==> src/rtl/mdr_pkg.sv <==
// Shared types for the MDR operation dispatcher: opcodes, response error codes, FSM states.
// Latency: n/a (types and constants only).
// Backpressure: n/a.
package mdr_pkg;

    localparam int MDR_DW = 16;

    typedef enum logic [1:0] {
        OP_MUL  = 2'b00,
        OP_DIV  = 2'b01,
        OP_SQRT = 2'b10,
        OP_ILL  = 2'b11
    } mdr_op_e;

    typedef enum logic [1:0] {
        ERR_OK      = 2'b00,
        ERR_DIV0    = 2'b01,
        ERR_ILLEGAL = 2'b10,
        ERR_TIMEOUT = 2'b11
    } mdr_err_e;

    typedef enum logic [2:0] {
        ST_IDLE   = 3'd0,
        ST_CHECK  = 3'd1,
        ST_LAUNCH = 3'd2,
        ST_WAIT   = 3'd3,
        ST_RESP   = 3'd4
    } mdr_state_e;

endpackage

==> src/rtl/mdr_edge_det.sv <==
// Falling-edge detector: remembers last cycle's level and flags a 1->0 transition.
// Latency: fall asserts combinationally in the first cycle the input is sampled low.
// Backpressure: none; history register updates every cycle regardless of consumer.
module mdr_edge_det (
    input  logic clk,
    input  logic rst,
    input  logic din,
    output logic fall
);

    logic prev_q;

    // Previous-cycle sample of the input.
    always_ff @(posedge clk or negedge rst) begin
        if (!rst) begin
            prev_q <= 1'b0;
        end else begin
            prev_q <= din;
        end
    end

    assign fall = prev_q & ~din;

endmodule

==> src/rtl/mdr_op_dispatcher.sv <==
// Dispatcher between a host request/response port and a multi-cycle MDR core.
// Latency: accept T -> core_start T+2; error response T+2; ok response 1 cycle after core_ready falls.
// Backpressure: one transaction in flight; req_ready only in IDLE, response held until rsp_ready.
module mdr_op_dispatcher
    import mdr_pkg::*;
#(
    parameter int DW      = MDR_DW,
    parameter int TIMEOUT = 64
) (
    input  logic          clk,
    input  logic          rst,
    input  logic          req_valid,
    output logic          req_ready,
    input  logic [1:0]    req_op,
    input  logic [DW-1:0] req_a,
    input  logic [DW-1:0] req_b,
    output logic          core_start,
    output logic [1:0]    core_op,
    output logic [DW-1:0] core_a,
    output logic [DW-1:0] core_b,
    input  logic          core_ready,
    input  logic [DW-1:0] core_q,
    input  logic [DW-1:0] core_r,
    output logic          rsp_valid,
    input  logic          rsp_ready,
    output logic [DW-1:0] rsp_q,
    output logic [DW-1:0] rsp_r,
    output logic [1:0]    rsp_err,
    output logic          busy
);

    // Counter only needs to reach TIMEOUT-1; keep at least one bit for tiny TIMEOUT values.
    localparam int CW = (TIMEOUT > 1) ? $clog2(TIMEOUT) : 1;

    mdr_state_e    state_q, state_d;
    logic [CW-1:0] cnt_q;
    mdr_err_e      err_q;
    logic [DW-1:0] rsp_q_q, rsp_r_q;

    logic          core_fall;
    logic          accept;
    logic          chk_fail;
    mdr_err_e      chk_err;
    logic          capture;
    logic          abort;
    logic          cnt_clr;
    logic          cnt_inc;
    logic          timeout_hit;

    mdr_edge_det u_edge_det (
        .clk  (clk),
        .rst  (rst),
        .din  (core_ready),
        .fall (core_fall)
    );

    assign timeout_hit = (cnt_q == CW'(TIMEOUT - 1));

    // State register.
    always_ff @(posedge clk or negedge rst) begin
        if (!rst) begin
            state_q <= ST_IDLE;
        end else begin
            state_q <= state_d;
        end
    end

    // Next-state decode and per-state control strobes.
    always_comb begin
        state_d    = state_q;
        req_ready  = 1'b0;
        core_start = 1'b0;
        rsp_valid  = 1'b0;
        accept     = 1'b0;
        chk_fail   = 1'b0;
        chk_err    = ERR_OK;
        capture    = 1'b0;
        abort      = 1'b0;
        cnt_clr    = 1'b0;
        cnt_inc    = 1'b0;
        case (state_q)
            ST_IDLE: begin
                req_ready = 1'b1;
                if (req_valid) begin
                    accept  = 1'b1;
                    state_d = ST_CHECK;
                end
            end
            ST_CHECK: begin
                if (core_op == OP_ILL) begin
                    chk_fail = 1'b1;
                    chk_err  = ERR_ILLEGAL;
                    state_d  = ST_RESP;
                end else if (core_op == OP_DIV && core_b == '0) begin
                    chk_fail = 1'b1;
                    chk_err  = ERR_DIV0;
                    state_d  = ST_RESP;
                end else begin
                    state_d = ST_LAUNCH;
                end
            end
            ST_LAUNCH: begin
                core_start = 1'b1;
                cnt_clr    = 1'b1;
                state_d    = ST_WAIT;
            end
            ST_WAIT: begin
                // A completion on the final count still counts as a good result.
                if (core_fall) begin
                    capture = 1'b1;
                    state_d = ST_RESP;
                end else if (timeout_hit) begin
                    abort   = 1'b1;
                    state_d = ST_RESP;
                end else begin
                    cnt_inc = 1'b1;
                end
            end
            ST_RESP: begin
                rsp_valid = 1'b1;
                if (rsp_ready) begin
                    state_d = ST_IDLE;
                end
            end
            default: begin
                state_d = ST_IDLE;
            end
        endcase
    end

    // Request operands are captured on acceptance and held for the core.
    always_ff @(posedge clk or negedge rst) begin
        if (!rst) begin
            core_op <= 2'b00;
            core_a  <= '0;
            core_b  <= '0;
        end else if (accept) begin
            core_op <= req_op;
            core_a  <= req_a;
            core_b  <= req_b;
        end
    end

    // WAIT-cycle counter; stops advancing once the abort decision is taken.
    always_ff @(posedge clk or negedge rst) begin
        if (!rst) begin
            cnt_q <= '0;
        end else if (cnt_clr) begin
            cnt_q <= '0;
        end else if (cnt_inc) begin
            cnt_q <= cnt_q + 1'b1;
        end
    end

    // Response words and status; only written on leaving CHECK or WAIT so RESP holds them.
    always_ff @(posedge clk or negedge rst) begin
        if (!rst) begin
            rsp_q_q <= '0;
            rsp_r_q <= '0;
            err_q   <= ERR_OK;
        end else if (chk_fail) begin
            rsp_q_q <= '0;
            rsp_r_q <= '0;
            err_q   <= chk_err;
        end else if (capture) begin
            rsp_q_q <= core_q;
            rsp_r_q <= core_r;
            err_q   <= ERR_OK;
        end else if (abort) begin
            rsp_q_q <= '0;
            rsp_r_q <= '0;
            err_q   <= ERR_TIMEOUT;
        end
    end

    assign rsp_q   = rsp_q_q;
    assign rsp_r   = rsp_r_q;
    assign rsp_err = err_q;
    assign busy    = (state_q != ST_IDLE);

endmodule

==> config.mk <==
export PLATFORM = sky130hd
export DESIGN_NAME = mdr_op_dispatcher
export DESIGN_NICKNAME = d
export VERILOG_FILES = /design/src/rtl/mdr_pkg.sv /design/src/rtl/mdr_edge_det.sv /design/src/rtl/mdr_op_dispatcher.sv
export SDC_FILE = /design/constraint.sdc
export NUM_CORES = 1
export LEC_CHECK = 0
export CAP_MARGIN = 25
export CORE_AREA = 5 5 86 108
export CTS_CLUSTER_SIZE = 30
export DETAILED_ROUTE_END_ITERATION = 6
export DIE_AREA = 0 0 91 113
export PLACE_DENSITY = 0.79
export REMOVE_ABC_BUFFERS = 1
export SYNTH_ARGS = -nofsm -noshare
export SYNTH_HDL_FRONTEND = slang
export SYNTH_SLANG_ARGS = --single-unit
==> constraint.sdc <==
create_clock -name clk -period 2.1 [get_ports clk]
set_input_delay 0.525 -clock clk [delete_from_list [all_inputs] [get_ports clk]]
set_output_delay 0.525 -clock clk [all_outputs]
set_load 0.005 [all_outputs]
Yosys cells after proc, flatten, opt, wreduce, memory -nomap -nowiden
Cells that the tools add are included. Widths: inputs -> output; s select.

Bitwise logic cells: 2. Reductions and logical operators: 7. $add $sub $neg: 1. Equal/unequal tests: 10. Multiplexer cells: 36.

Operators by type and width (number): $mux 16 (5); $mux 3 (6); $mux 1 (17); $logic_not 16->1 (1); $pmux 3 s5 (1); $mux 6 (2); $mux 2 (5); $add 6x1->6 const B (1); $eq 3x2->1 const B (2); $eq 6x6->1 const B (1); $reduce_bool 3->1 (2); $ne 2x2->1 const B (2); $eq 3x1->1 const B (1); $eq 3x3->1 const B (1); $logic_not 3->1 (1); $ne 3x3->1 const B (1); $reduce_and 3->1 (1); $eq 2x1->1 const B (1); $eq 2x2->1 const B (1); $reduce_bool 2->1 (1); $and 1x1->1 (1); $logic_and 1x1->1 (1); $not 1->1 (1).

Bits of input ports: 71. Output and inout bits: 72. Bits in registers: 78. Word-level logic and storage cells: 65.

Logic depth before layout (Yosys ltp)
Depth in word-level cells: 7. Depth in mapped cells: 7. Gate-level depth less buffers: 5.

Modules after synthesis
Synthesis repeated with hierarchy kept, for this count alone.

Cell total of the unflattened synthesis: 225. Area total of the unflattened synthesis: 3184.3 um2.

By module, submodules not included: mdr_op_dispatcher (seq. area each 1926.8 um2, times used 1, area each 3145.5 um2, cells each 223); mdr_edge_det (seq. area each 25.0 um2, times used 1, area each 38.8 um2, cells each 2).

Worst setup path after synthesis
Ideal clock, no wire load.

Path kind: flip-flop to flip-flop. Start point: register state_q[1]. End point: register core_b[10]. Path buffers: 2. Cell stages (with the launch flop): 6. Setup time: 0.125 ns. Data required time: 1.975 ns. Setup slack: 0.432 ns. Data arrival time: 1.543 ns. Clock period less this slack: 1.668 ns. Cell sequence: dfrtp_1 -> nor3_1 -> and2_1 -> buf_2 -> buf_6 -> mux2_2.

Longest elaborated chain between the ends: 2.

RTL lines: start, declared (line mdr_op_dispatcher.sv:35) `mdr_state_e state_q, state_d;`; start signal, assigned (line mdr_op_dispatcher.sv:64) `state_q <= state_d;`; $logic_not 3->1 (line mdr_op_dispatcher.sv:81) `case (state_q)`; $mux 1 (line mdr_op_dispatcher.sv:81); end signal, assigned (line mdr_op_dispatcher.sv:140) `core_b <= req_b;`; end, declared (line mdr_op_dispatcher.sv:20) `output logic [DW-1:0] core_b,`.

No other way between the ends. A chain may end at the register's enable or synchronous reset.

Final worst setup path
Start point: register state_q[1]. End point: output rsp_valid.

Longest elaborated chain between the ends: 2.

RTL lines: $eq 3x3->1 (line mdr_op_dispatcher.sv:81); $mux 1 (line mdr_op_dispatcher.sv:81); end, declared (line mdr_op_dispatcher.sv:24) `output logic rsp_valid,`.

No other way between the ends.

==> summary.txt <==
Global route
  – First-pass GRT wire length: 14,900 µm
  – Total congestion overflow: 0
  – Vias in the first global route: 3,000
  – Pin count of the biggest net entering global routing: 42
  – Aggregate global-route resource usage: 0.175
  – Initial antenna violation count: 0

Route
  – DRT Wirelength: 8860 µm
  – Drt pass-1 iters: 4
  – Vias: 2,745
  – Vias per cell: 5.10
  – DRC Markers: 0
  – Iter 0 DRT Violations: 81
  – Drt wl/cell: 16.5 µm
  – ANT nets after route: 0

Worst setup path
  – Critical Path AT: 1.48 ns
  – Internal reg-to-reg setup slack: 0.27 ns
  – CP Max Fanout: 5
  – Critical Path End Type: output pin
  – Reg2reg end: rsp_q[7]$_DFFE_PN0P_
  – Worst path required time: 1.57 ns
  – Crit path kind: reg2out
  – Worst Reg2Reg Path Length in Cells: 6
  – Reg-to-reg critical path startpoint: state_q[1]$_DFFE_PN0P_
  – Startpoint Class: register

Flow run
  – Max Cap Viol: 0

Logic synthesis
  – Sequential area share after synthesis: 0.575
  – Mean post-synth cell area: 12.0 µm²
  – #FFs+latches synth: 78
  – Post-Synth Simple-Gate Area: 0.142
  – Syn Std Cell Area: 0.00339 mm²
  – Cell count after synthesis: 282
  – Largest family of logic cells by synthesized area: simple AND/OR/NAND/NOR gates
  – Compound-Gate Fraction of Synth Area: 0.116
  – Syn. warnings: 0
  – Top FF cell, synth: dfrtp_1
  – Synth async-reset ratio: 1.00
  – Synth cell types: 37
  – Post-synth EDFFs: 0
  – Post-Synth Adder-Cell Area: 0.00369
  – Post-synthesis mux area share: 0.116
  – Synth Area in XOR/XNOR: 0.00258

Power and ir drop
  – Cell Pwr Density: 1320 mW/mm²
  – Maximum VDD drop: 686 µV
  – Leakage: 2.20 nW

Floorplan
  – Die H: 113 µm
  – Die W: 91 µm
  – Core area: 0.00810 mm²
  – Row count: 37
  – Io pins: 143
  – Die ar.: 0.0103 mm²
  – Initial Utilization: 0.419

Final layout
  – Share of cells above drive strength 1: 0.188
  – Area growth from synthesis to layout: 53.8%
  – N_diodes: 0
  – Most frequent cells in the layout: 137 x clkdlybuf4s50_1, 78 x dfrtp_1, 37 x nand2_1, 35 x nand3_1, 30 x o21ai_2
  – Post-layout util: 0.644
  – Most common cell after layout, fill and taps aside: clkdlybuf4s50_1
  – Nets@finish: 508
  – Filler cells: 654

CTS
  – CTS Sinks: 78
  – Hold-fix buffer count after cts: 0
  – CTS Buffer Depth: 2
  – Clk slew on worst S/H paths: 0.09 ns
  – CTS root buffer: clkbuf_8
  – Clk Latency, worst-skew pair: 0.33 ns
  – Inserted Clock Buffers: 9
  – CTS tree: done
  – CTS H-tree depth: 3

Placed design
  – GPL Wtd Cong: 0.736
  – Setup WS pre-CTS: -0.0000162 ns
  – I/O Buffers: 142
  – Detailed Place HPWL: 6590 µm

STA
  – Setup violators final: 0
  – Tmin final: 2.01 ns
  – Post-Route Skew: 0.0121 ns
  – Part of the cycle the worst path needs: 0.956
  – Unrepaired setup endpoints after global routing: no
  – Final Hold Vio Count: 0
  – Worst slew pin tran: 0.523 ns
  – Relative slew slack: 0.651
  – Final WS setup: 0.0917 ns
  – Final Max Slew Viols: 0
  – Fmax achieved: 498 MHz

Hold path
  – Hold Crit Class: in2async

Run status
  – Status: finished, final reports clean
==> state kept, by name, indices dropped and copies added (netlist names) <==
| name | count |
|---|---|
| u_edge_det.prev_q | 1 |
| cnt_q | 6 |
| core_b | 16 |
| rsp_r | 16 |
| rsp_q | 16 |
| rsp_err | 2 |
| core_a | 16 |
| state_q | 3 |
| core_op | 2 |
==> worst max-delay path by stage <==
stage | start | end
6_report | state_q[1]$_DFFE_PN0P_ | rsp_valid
5_1_grt | state_q[1]$_DFFE_PN0P_ | rsp_valid
4_1_cts | state_q[1]$_DFFE_PN0P_ | rsp_valid
3_5_place_dp | core_ready | rsp_q[7]$_DFFE_PN0P_
3_3_place_gp | core_ready | cnt_q[5]$_DFFE_PN0P_
2_1_floorplan | core_b[9]$_DFFE_PN0P_ | rsp_q[7]$_DFFE_PN0P_
==> stage by stage <==
stage / hold WS, ns / cells / total power [mW] / TNS (ns) / area (µm²)
4_1_cts: 0.169 / 538 / 7.00 / 0 / 5220
5_1_grt: 0.184 / 538 / 7.38 / 0 / 5220
6_report: 0.162 / 538 / 6.90 / 0 / 5220
3_5_place_dp: 0.474 / 519 / 5.69 / -0.0000162 / 4960
3_3_place_gp: 0.467 / 519 / 5.56 / 0 / 4960
2_1_floorplan: 0.229 / 264 / 3.71 / -10.98 / 3260
==> worst max-delay path, cell delays in order (launching register included) <==
cell and delay (ns):
dfrtp_1 0.39, buf_4 0.14, buf_4 0.14, nor3b_2 0.20, dlygate4sd2_1 0.29
==> cell families after synthesis <==
logic type,after synthesis
buffers and inverters,22
adder cells (fa/ha/maj),1
multiplexers,35
AO/OA/AOI/OAI,47
AND/OR/NAND/NOR,98
flip-flops,78
XOR/XNOR,1
==> timing repair <==
| action | CTS | global route |
|---|---|---|
| setup endpoints to repair | 4 | 0 |
| setup buffers | 3 | 0 |
| gates resized for setup | 9 | 0 |
==> cell usage after synthesis, types with 2 or more instances <==
cell      instances  area, µm²
mux2_2            9        101
dfrtp_1          78       1950
clkbuf_1          4       15.0
nor2_1            7       26.3
nor4_1            3       18.8
nor3b_1           2       15.0
o211ai_1          3       22.5
buf_6             3       33.8
nand2_1          37        139
o21a_1            2       15.0
nor3_1            3       15.0
inv_1             4       15.0
buf_8             3       45.0
o21ai_2          30        263
o21ai_1           2       10.0
mux2_1           25        282
nand3_1          35        175
and2_1            2       12.5
o31ai_1           5       37.5
buf_2             8       40.0
==> per-layer routing <==
layer	track usage	up-vias	wire (µm)	part of all wire
met5	0	-	0	0
met4	0.0528	0	141	0.016
met3	0.0632	13	805	0.091
met2	0.282	104	4290	0.48
met1	0.223	1312	3620	0.41
li1	-	1316	-	-
==> where the power goes <==
group	switching (mW)	internal, mW
combinational	1.15	1.96
clock	0.554	0.673
sequential	0.393	2.17
total	2.10	4.80
==> layout make-up <==
cell class / instances / area, µm² / area share
clock buffers: 9 / 124 / 0.0237
clock inverters: 7 / 98.8 / 0.0189
inverters: 4 / 15.0 / 0.00288
multi-input cells: 182 / 1310 / 0.252
flip-flops and latches: 78 / 1950 / 0.374
well taps: 97 / 121 / 0.0233
repair buffers: 161 / 1590 / 0.306
Note: power is estimated with default switching activity, not from simulation.
